**src/rtl/f2i_seq_if.sv**
```systemverilog
// Operand/result handshake bundle for the float-to-int converter.
// No logic; carries the in/out valid-ready pairs plus operand, result and flags.
// Backpressure: out_ready from the consumer, in_ready from the converter.
interface f2i_seq_if;
    logic        in_valid;
    logic        in_ready;
    logic [31:0] a;
    logic        out_valid;
    logic        out_ready;
    logic [31:0] d;
    logic        p_lost;
    logic        invalid;

    // Producer of operands and consumer of results
    modport master (
        output in_valid, a, out_ready,
        input  in_ready, out_valid, d, p_lost, invalid
    );

    // The converter itself
    modport slave (
        input  in_valid, a, out_ready,
        output in_ready, out_valid, d, p_lost, invalid
    );
endinterface

```
**src/rtl/f2i_seq.sv**
```systemverilog
// Float32 -> int32 converter, 5-stage sequential barrel shift, sign and saturation.
// Latency: 6 edges from accept to out_valid; at most one result per 8 cycles.
// Backpressure: result held in DONE until out_ready; in_ready only in IDLE. Macro F2I_RNE_EN selects round-to-nearest-even.
module f2i_seq (
    input  logic      clk,
    input  logic      rst,
    f2i_seq_if.slave  bus
);
    typedef enum logic [1:0] {IDLE, SHIFT, NEG, DONE} state_t;

    state_t      st_q, st_nxt;
    logic [2:0]  k_q;
    logic [31:0] m_q;
    logic [4:0]  sa_q;
    logic        sign_q, inv_q, nan_q, sticky_q;
`ifdef F2I_RNE_EN
    logic        guard_q;
`endif
    logic [31:0] d_q;
    logic        p_lost_q, invalid_q;

    // Operand classification at capture
    logic [7:0]  e_in;
    logic [22:0] frac_in;
    logic        cap_nan, cap_inv, cap_norm, cap_small;
    assign e_in      = bus.a[30:23];
    assign frac_in   = bus.a[22:0];
    assign cap_nan   = (e_in == 8'hFF) && (|frac_in);
    // e>=158 overflows int32, except exactly -2^31
    assign cap_inv   = (e_in == 8'hFF) || ((e_in >= 8'd158) && (bus.a != 32'hCF00_0000));
    assign cap_norm  = !cap_inv && (e_in >= 8'd127);
    assign cap_small = (e_in != 8'd0) && (e_in < 8'd127);

    // One shift stage of width 2^k, plus the bits it discards
    logic [4:0]  sh_n;
    logic [31:0] lo_mask, m_shr;
    assign sh_n    = 5'd1 << k_q;
    assign lo_mask = (32'd1 << sh_n) - 32'd1;
    assign m_shr   = m_q >> sh_n;
`ifdef F2I_RNE_EN
    logic        g_bit, g_rest;
    assign g_bit  = |(m_q & (32'd1 << (sh_n - 5'd1)));
    assign g_rest = |(m_q & ((32'd1 << (sh_n - 5'd1)) - 32'd1));
`endif

    // Final magnitude, sign application and saturation
    logic [31:0] mag, res;
    logic        lost;
`ifdef F2I_RNE_EN
    assign mag  = m_q + {31'd0, guard_q & (sticky_q | m_q[0])};
    assign lost = guard_q | sticky_q;
`else
    assign mag  = m_q;
    assign lost = sticky_q;
`endif
    assign res = inv_q ? ((nan_q || !sign_q) ? 32'h7FFF_FFFF : 32'h8000_0000)
                       : (sign_q ? (~mag + 32'd1) : mag);

    // State register
    always_ff @(posedge clk or posedge rst) begin
        if (rst) st_q <= IDLE;
        else     st_q <= st_nxt;
    end

    // Next-state decode
    always_comb begin
        st_nxt = st_q;
        case (st_q)
            IDLE:    if (bus.in_valid) st_nxt = SHIFT;
            SHIFT:   if (k_q == 3'd0) st_nxt = NEG;
            NEG:     st_nxt = DONE;
            DONE:    if (bus.out_ready) st_nxt = IDLE;
            default: st_nxt = IDLE;
        endcase
    end

    // Datapath: capture, shift stages, result registration
    always_ff @(posedge clk or posedge rst) begin
        if (rst) begin
            k_q       <= 3'd0;
            m_q       <= 32'd0;
            sa_q      <= 5'd0;
            sign_q    <= 1'b0;
            inv_q     <= 1'b0;
            nan_q     <= 1'b0;
            sticky_q  <= 1'b0;
`ifdef F2I_RNE_EN
            guard_q   <= 1'b0;
`endif
            d_q       <= 32'd0;
            p_lost_q  <= 1'b0;
            invalid_q <= 1'b0;
        end else begin
            case (st_q)
                IDLE: if (bus.in_valid) begin
                    k_q    <= 3'd4;
                    sign_q <= bus.a[31];
                    inv_q  <= cap_inv;
                    nan_q  <= cap_nan;
                    m_q    <= cap_norm ? {1'b1, frac_in, 8'h00} : 32'd0;
                    // 158 - e modulo 32; exact for 127 <= e <= 158
                    sa_q   <= cap_norm ? (5'd30 - e_in[4:0]) : 5'd0;
`ifdef F2I_RNE_EN
                    // Sub-unity values: 0.5 bit is the guard, the rest is sticky
                    guard_q  <= (e_in == 8'd126);
                    sticky_q <= (e_in == 8'd0)   ? (|frac_in) :
                                (e_in == 8'd126) ? (|frac_in) : cap_small;
`else
                    sticky_q <= (e_in == 8'd0) ? (|frac_in) : cap_small;
`endif
                end
                SHIFT: begin
                    if (sa_q[k_q]) begin
                        m_q <= m_shr;
`ifdef F2I_RNE_EN
                        guard_q  <= g_bit;
                        sticky_q <= sticky_q | guard_q | g_rest;
`else
                        sticky_q <= sticky_q | (|(m_q & lo_mask));
`endif
                    end
                    if (k_q != 3'd0) k_q <= k_q - 3'd1;
                end
                NEG: begin
                    d_q       <= res;
                    p_lost_q  <= inv_q ? 1'b0 : lost;
                    invalid_q <= inv_q;
                end
                default: ;
            endcase
        end
    end

    assign bus.in_ready  = (st_q == IDLE);
    assign bus.out_valid = (st_q == DONE);
    assign bus.d         = d_q;
    assign bus.p_lost    = p_lost_q;
    assign bus.invalid   = invalid_q;
endmodule

```
**src/flat_wrapper.sv**
```systemverilog
// flat-port wrapper written by rule: the top's interface ports become plain ports
module f2i_seq_flat 
  (clk, rst, bus_in_valid, bus_a, bus_out_ready, bus_in_ready, bus_out_valid, bus_d, bus_p_lost, bus_invalid);
  f2i_seq_if bus_i ();
  input  logic clk;
  input  logic rst;
  input wire logic [$bits(bus_i.in_valid)-1:0] bus_in_valid;
  input wire logic [$bits(bus_i.a)-1:0] bus_a;
  input wire logic [$bits(bus_i.out_ready)-1:0] bus_out_ready;
  output wire logic [$bits(bus_i.in_ready)-1:0] bus_in_ready;
  output wire logic [$bits(bus_i.out_valid)-1:0] bus_out_valid;
  output wire logic [$bits(bus_i.d)-1:0] bus_d;
  output wire logic [$bits(bus_i.p_lost)-1:0] bus_p_lost;
  output wire logic [$bits(bus_i.invalid)-1:0] bus_invalid;
  assign bus_i.in_valid = bus_in_valid;
  assign bus_i.a = bus_a;
  assign bus_i.out_ready = bus_out_ready;
  assign bus_in_ready = bus_i.in_ready;
  assign bus_out_valid = bus_i.out_valid;
  assign bus_d = bus_i.d;
  assign bus_p_lost = bus_i.p_lost;
  assign bus_invalid = bus_i.invalid;
  f2i_seq u_core (.clk(clk), .rst(rst), .bus(bus_i));
endmodule
```
**config.mk**
```make
export PLATFORM = sky130hd
export DESIGN_NAME = f2i_seq_flat
export DESIGN_NICKNAME = d
export VERILOG_FILES = /design/src/rtl/f2i_seq_if.sv /design/src/rtl/f2i_seq.sv /design/src/flat_wrapper.sv
export SDC_FILE = /design/constraint.sdc
export NUM_CORES = 1
export LEC_CHECK = 0
export ABC_CLOCK_PERIOD_IN_PS = 4250
export CELL_PAD_IN_SITES_DETAIL_PLACEMENT = 2
export CELL_PAD_IN_SITES_GLOBAL_PLACEMENT = 2
export CORE_UTILIZATION = 35
export CTS_CLUSTER_SIZE = 16
export DETAILED_ROUTE_END_ITERATION = 6
export PLACE_DENSITY = 0.8
export REMOVE_ABC_BUFFERS = 1
export SLEW_MARGIN = 20
export SYNTH_ARGS = -nofsm -noshare
export SYNTH_HDL_FRONTEND = slang
export SYNTH_SLANG_ARGS = --single-unit
```
**constraint.sdc**
```tcl
create_clock -name clk -period 4.25 [get_ports clk]
set_input_delay 1.0625 -clock clk [delete_from_list [all_inputs] [get_ports clk]]
set_output_delay 1.0625 -clock clk [all_outputs]
set_load 0.05 [all_outputs]
```
==> results of run 1 <==
cells in the final DEF, fill, tap and decap left out, drive strengths merged, types with 6 or more instances in the layout:
master	synthesis	final
nor2b	7	7
o211ai	14	14
a22oi	8	8
mux2i	31	31
o21ai	58	58
xnor2	11	11
nor3	27	27
a32oi	6	6
or4	6	6
mux4	21	21
and3	6	6
nand3	15	15
a221oi	6	6
o31ai	11	11
o21a	8	8
a211oi	14	14
nand2b	7	7
nor3b	8	8
nor2	72	72
a21oi	39	39
buf	26	37
o221ai	20	20
xor2	20	20
nor4	15	15
clkbuf	66	14
dfrtp	80	80
clkdlybuf4s50	0	71
nand2	75	75
o22ai	11	11
inv	39	38
ha	15	15
worst max-delay path, delay by kind of cell (launching register included):
kind	cells	cell delay (ns)
compound gates	2	0.40
buf+inv	2	0.55
flops	1	0.46
simple gates	3	1.51
fa+ha+maj	1	0.74
worst paths after layout:
| kind | startpoint | endpoint |
|---|---|---|
| setup / recovery | u_core.k_q[0]$_DFFE_PP0P_ | u_core.m_q[12]$_DFFE_PP0P_ |
| hold / removal | u_core.bus.d[7]$_DFFE_PP0P_ | u_core.bus.d[7]$_DFFE_PP0P_ |
| setup reg to reg | u_core.k_q[0]$_DFFE_PP0P_ | u_core.m_q[12]$_DFFE_PP0P_ |
| hold reg to reg | u_core.bus.d[7]$_DFFE_PP0P_ | u_core.bus.d[7]$_DFFE_PP0P_ |
| max in group asynchronous | rst | u_core.m_q[10]$_DFFE_PP0P_ |
| min in group asynchronous | rst | u_core.bus.d[6]$_DFFE_PP0P_ |
kinds of logic after synthesis:
kind of cell               synth area share (%)
and+or+nand+nor                           19.10
DFF                                       28.91
muxes                                     12.23
buffers and inverters                     7.788
AOI/OAI and AO/OA                         25.33
adders and majority gates                 2.711
xor gates and xnor gates                  3.921
flip-flops by register name (all words and copies together), names as in the netlist:
register,cells
u_core.sa_q,5
u_core.lost,1
u_core.k_q,3
u_core.nan_q,1
u_core.bus.d,32
u_core.bus.invalid,1
u_core.bus.p_lost,1
u_core.inv_q,1
u_core.m_q,32
u_core.sign_q,1
u_core.st_q,2
layout make-up:
class                   instances  area (µm²)
clock inverters                 2       12.51
inverters                      41       155.1
well taps                     265       331.6
flip-flops and latches         80        2002
repair buffers                108        1013
clock buffers                  14       274.0
fillers                      2200       11220
multi-input cells             620        4390
power by group:
part | switching, mW | total [mW] | leakage, nW | internal [mW]
Sequential | 0.630 | 1.73 | 0.981 | 1.10
Clock | 0.342 | 0.787 | 0.139 | 0.444
Combinational | 3.17 | 5.01 | 2.01 | 1.83
stage by stage:
stage / utilization (%) / instances / hold slack (ns)
detailed placement: 40.67 / 1114 / 0.4698
global route: 42.16 / 1130 / 0.4956
finish: 42.16 / 1130 / 0.4785
CTS: 42.15 / 1130 / 0.4833
floorplan: - / 741 / 0.4492
global placement: 40.67 / 1114 / 0.4610
per-layer routing:
layer  global-route usage (%)  up-vias  wire length, µm
li1                         -     3126                -
met1                    37.86     3596            12320
met2                    49.79      306            14050
met3                    4.695       79             1814
met4                    14.43        0             1137
met5                        0        -                0
==> run metrics, run 1 <==
Die Area 20350 µm²; Setup CP Type register to register; post-synthesis cell count 833; Root Buffer clkbuf_16; post-layout minimum cycle time 3.767 ns; antenna violations before repair 0; I/O pin count 72; crit path launch type register; via count 7107; fin crit share 88.63%; Post-CTS Hold Fix Bufs 0; DP Area 7890 µm²; largest net degree at the start of global routing 51; r2r setup slk 0.48 ns; Initial DRC Count 530; share of post-route cells with drive strength above 1 10.40%; share of the yosys chip area belonging to registers 28.91%; DP Wirelength 21.12 mm; Crit. End Element register; Post-synth EDFFs 0; Final setup viols 0; Post-CTS Resized 0; CP Max Fanout 20; Core Box Area 19400 µm²; Peak VDD IR 0.3416 mV; post-synthesis area per instance 8.312 µm²; first-pass GRT wire length 45.71 mm; nets@finish 911; top post-synthesis cells by area dfrtp_1 29%, mux4_2 5.2%, mux2i_1 4.5%; Initial Util 35.69%; Leakage 3.127 nW; setup slack at placement 0.4587 ns; Clock transition at path regs 0.07 ns; Yosys cell types 80; Die X-Extent 142.7 µm; hold path depth 1; top cell type's share of synthesized area 28.91%; f_max 265.5 MHz; Rel. slew slack 22.59%; status completed; vias in the first global route 7776; Fin Setup TNS 0 ns; CTS Buffer Depth 2; ant diodes 0; Seq cells post-synth 80; Least-Margin Pin Slew 1.150 ns; Fin Clk Skew 0.01051 ns; row cnt 51; setup bufs post-CTS 0; P per Cell Area 919.8 nW/µm²; CTS Buf Count 9; worst path cell trace inv_1 -> ha_1 -> buf_4 -> or4b_1 -> o211ai_1 -> nor4_1 -> a211oi_1 -> nor3_1; Critical Path AT 4.03 ns; Final Max Slew Viols 0; routed len/inst 25.95 µm; residual DRC count 0; PortBufs 71; CP required 4.51 ns; CP max stage cell nor4_1; final instance area 8179 µm²; CTS sink cnt 80; Final Hold Vio Count 0; GR Overflow Total 0; Critical Path Max Stage Delay 0.89 ns; Max-Cap Viols 0; Layout area overhead 18.12%; synthesized area 6924 µm²; Syn. warnings 0; clk_lat worst skew 0.35 ns; most frequent cell after synthesis dfrtp_1; iteration count of the initial detailed-routing pass 5; Reg2Reg Depth 8; overall power 7.523 mW; DR vias/cell 6.289; post-route ant nets 0; routability cong. 0.8945; CTS tree yes; leading register cell type out of synthesis dfrtp_1; RSZ-0062 raised after global routing false; Total Routing Usage GR 29.94%; Setup WS post-layout 0.4834 ns; most frequent cells after synthesis 80 x dfrtp_1, 75 x nand2_1, 72 x nor2_1; die height 142.7 µm; Yosys top cell by area dfrtp_1; CTS HTree Levels 3; Min-Delay Path Class register to register; Post-synth ARST share 100.0%; Routed WL 29.32 mm
No activity file was read; power rests on OpenSTA's default activity.
==> inputs of run 2 (changes only) <==
Settings changed: CELL_PAD_IN_SITES_DETAIL_PLACEMENT 2 to default, CELL_PAD_IN_SITES_GLOBAL_PLACEMENT 2 to default, CORE_UTILIZATION 35 to 45, PLACE_DENSITY 0.8 to 0.65.
==> run 2 against run 1 <==
  * Wire length down 22%
  * Core utilization rose by 12 points
  * Largest cell class unchanged
  * Worst hold slack better by 0.00053 ns
  * Clock power rose by 4.2%
  * Flip-flop and latch count unchanged
==> run metrics, run 2 (same netlist as run 1, synthesis figures left out) <==
Leakage 3.089 nW; Critical Path AT 3.66 ns; setup bufs post-CTS 0; Rel. slew slack 36.10%; final instance area 8013 µm²; iteration count of the initial detailed-routing pass 5; CP startpoint u_core.k_q[0]$_DFFE_PP0P_; Least-Margin Pin Slew 0.9585 ns; Max-Cap Viols 0; Setup CP Type register to register; Core Box Area 14750 µm²; CP required 4.47 ns; Clock transition at path regs 0.06 ns; P per Cell Area 896.1 nW/µm²; Final Max Slew Viols 0; most common cell after layout, fill and taps aside dfrtp_1; I/O pin count 72; clk_lat worst skew 0.35 ns; Crit. End Element register; RSZ-0062 raised after global routing false; post-route ant nets 0; Post-CTS Resized 0; Initial Util 46.93%; via count 6876; DR vias/cell 6.612; nets@finish 903; setup slack at placement 0.5373 ns; Fin Setup TNS 0 ns; CP endpoint u_core.m_q[14]$_DFFE_PP0P_; antenna violations before repair 0; Final Hold Vio Count 0; Root Buffer clkbuf_16; residual DRC count 0; FF-to-FF End u_core.m_q[14]$_DFFE_PP0P_; Fin Clk Skew 0.008270 ns; CTS Buf Count 9; DP Area 7704 µm²; Die Area 15890 µm²; CTS Buffer Depth 2; Total Routing Usage GR 29.81%; DP Wirelength 16.53 mm; fin crit share 80.99%; Post-CTS Hold Fix Bufs 0; post-layout minimum cycle time 3.442 ns; worst r2r src u_core.k_q[0]$_DFFE_PP0P_; Routed WL 22.90 mm; Layout area overhead 15.72%; Min-Delay Path Class register to register; ant diodes 0; CP Max Fanout 11; vias in the first global route 6562; CTS HTree Levels 3; row cnt 44; Reg2Reg Depth 9; commonest cells after routing, fill and taps aside 80 x dfrtp_1, 75 x nand2_1, 72 x nor2_1, 71 x clkdlybuf4s50_1, 57 x o21ai_0; routability cong. 0.9279; r2r setup slk 0.81 ns; f_max 290.5 MHz; GR Overflow Total 0; largest net degree at the start of global routing 59; Initial DRC Count 747; routed len/inst 22.02 µm; crit path launch type register; Die X-Extent 126.0 µm; Final setup viols 0; PortBufs 71; Setup WS post-layout 0.8080 ns; CTS sink cnt 80; first-pass GRT wire length 36.95 mm; share of post-route cells with drive strength above 1 9.463%; Peak VDD IR 0.3369 mV; CTS tree yes; status completed; die height 126.0 µm
-- run 2: layout make-up --
type | instances | area (µm²)
clock buffers | 13 | 270.3
multi-input cells | 620 | 4388
fillers | 1404 | 6741
inverters | 41 | 156.4
well taps | 184 | 230.2
flip-flops and latches | 80 | 2002
clock inverters | 2 | 37.54
repair buffers | 100 | 928.4
-- run 2: power breakdown --
group / switching, mW / leakage, nW / internal (mW)
Combinational: 2.87 / 1.96 / 1.77
Sequential: 0.615 / 0.981 / 1.10
Clock: 0.320 / 0.148 / 0.500
-- run 2: per-stage QoR --
stage / cells / hold slack [ns] / power, mW / utilization (%)
after global placement: 1025 / 0.4607 / 6.215 / 52.21
final: 1040 / 0.4790 / 7.180 / 54.31
after global routing: 1040 / 0.4920 / 7.643 / 54.31
after CTS: 1040 / 0.4834 / 7.100 / 54.30
after detailed placement: 1025 / 0.4697 / 6.275 / 52.21
after floorplan: 741 / 0.4492 / 4.722 / -
-- run 2: how the worst min path moves through the flow --
stage	depth (start not counted)	slack, ns	end	start
floorplan	2	0.45	u_core.sa_q[0]$_DFFE_PP0P_	u_core.sa_q[0]$_DFFE_PP0P_
global placement	1	0.46	u_core.bus.d[20]$_DFFE_PP0P_	u_core.bus.d[20]$_DFFE_PP0P_
detailed placement	1	0.47	u_core.bus.d[7]$_DFFE_PP0P_	u_core.bus.d[7]$_DFFE_PP0P_
CTS	1	0.48	u_core.bus.d[7]$_DFFE_PP0P_	u_core.bus.d[7]$_DFFE_PP0P_
global route	1	0.49	u_core.bus.d[20]$_DFFE_PP0P_	u_core.bus.d[20]$_DFFE_PP0P_
finish	1	0.48	u_core.bus.d[20]$_DFFE_PP0P_	u_core.bus.d[20]$_DFFE_PP0P_
-- run 2: critical path, stage by stage (launching register included) --
cell and delay (ns):
dfrtp_1 0.46, inv_1 0.16, ha_2 0.31, nor2b_2 0.59
buf_4 0.36, mux4_2 0.53, o2111ai_1 0.30, nand3_1 0.12
a21oi_1 0.37, nor3_1 0.11
-- run 2: layer usage --
layer / share of wire [%] / global-route usage [%] / up-vias
met4: 3.2 / 12.47 / 0
met5: 0 / 0 / -
met2: 44 / 45.27 / 392
li1: - / - / 3125
met3: 9.1 / 4.503 / 48
met1: 43 / 42.30 / 3311
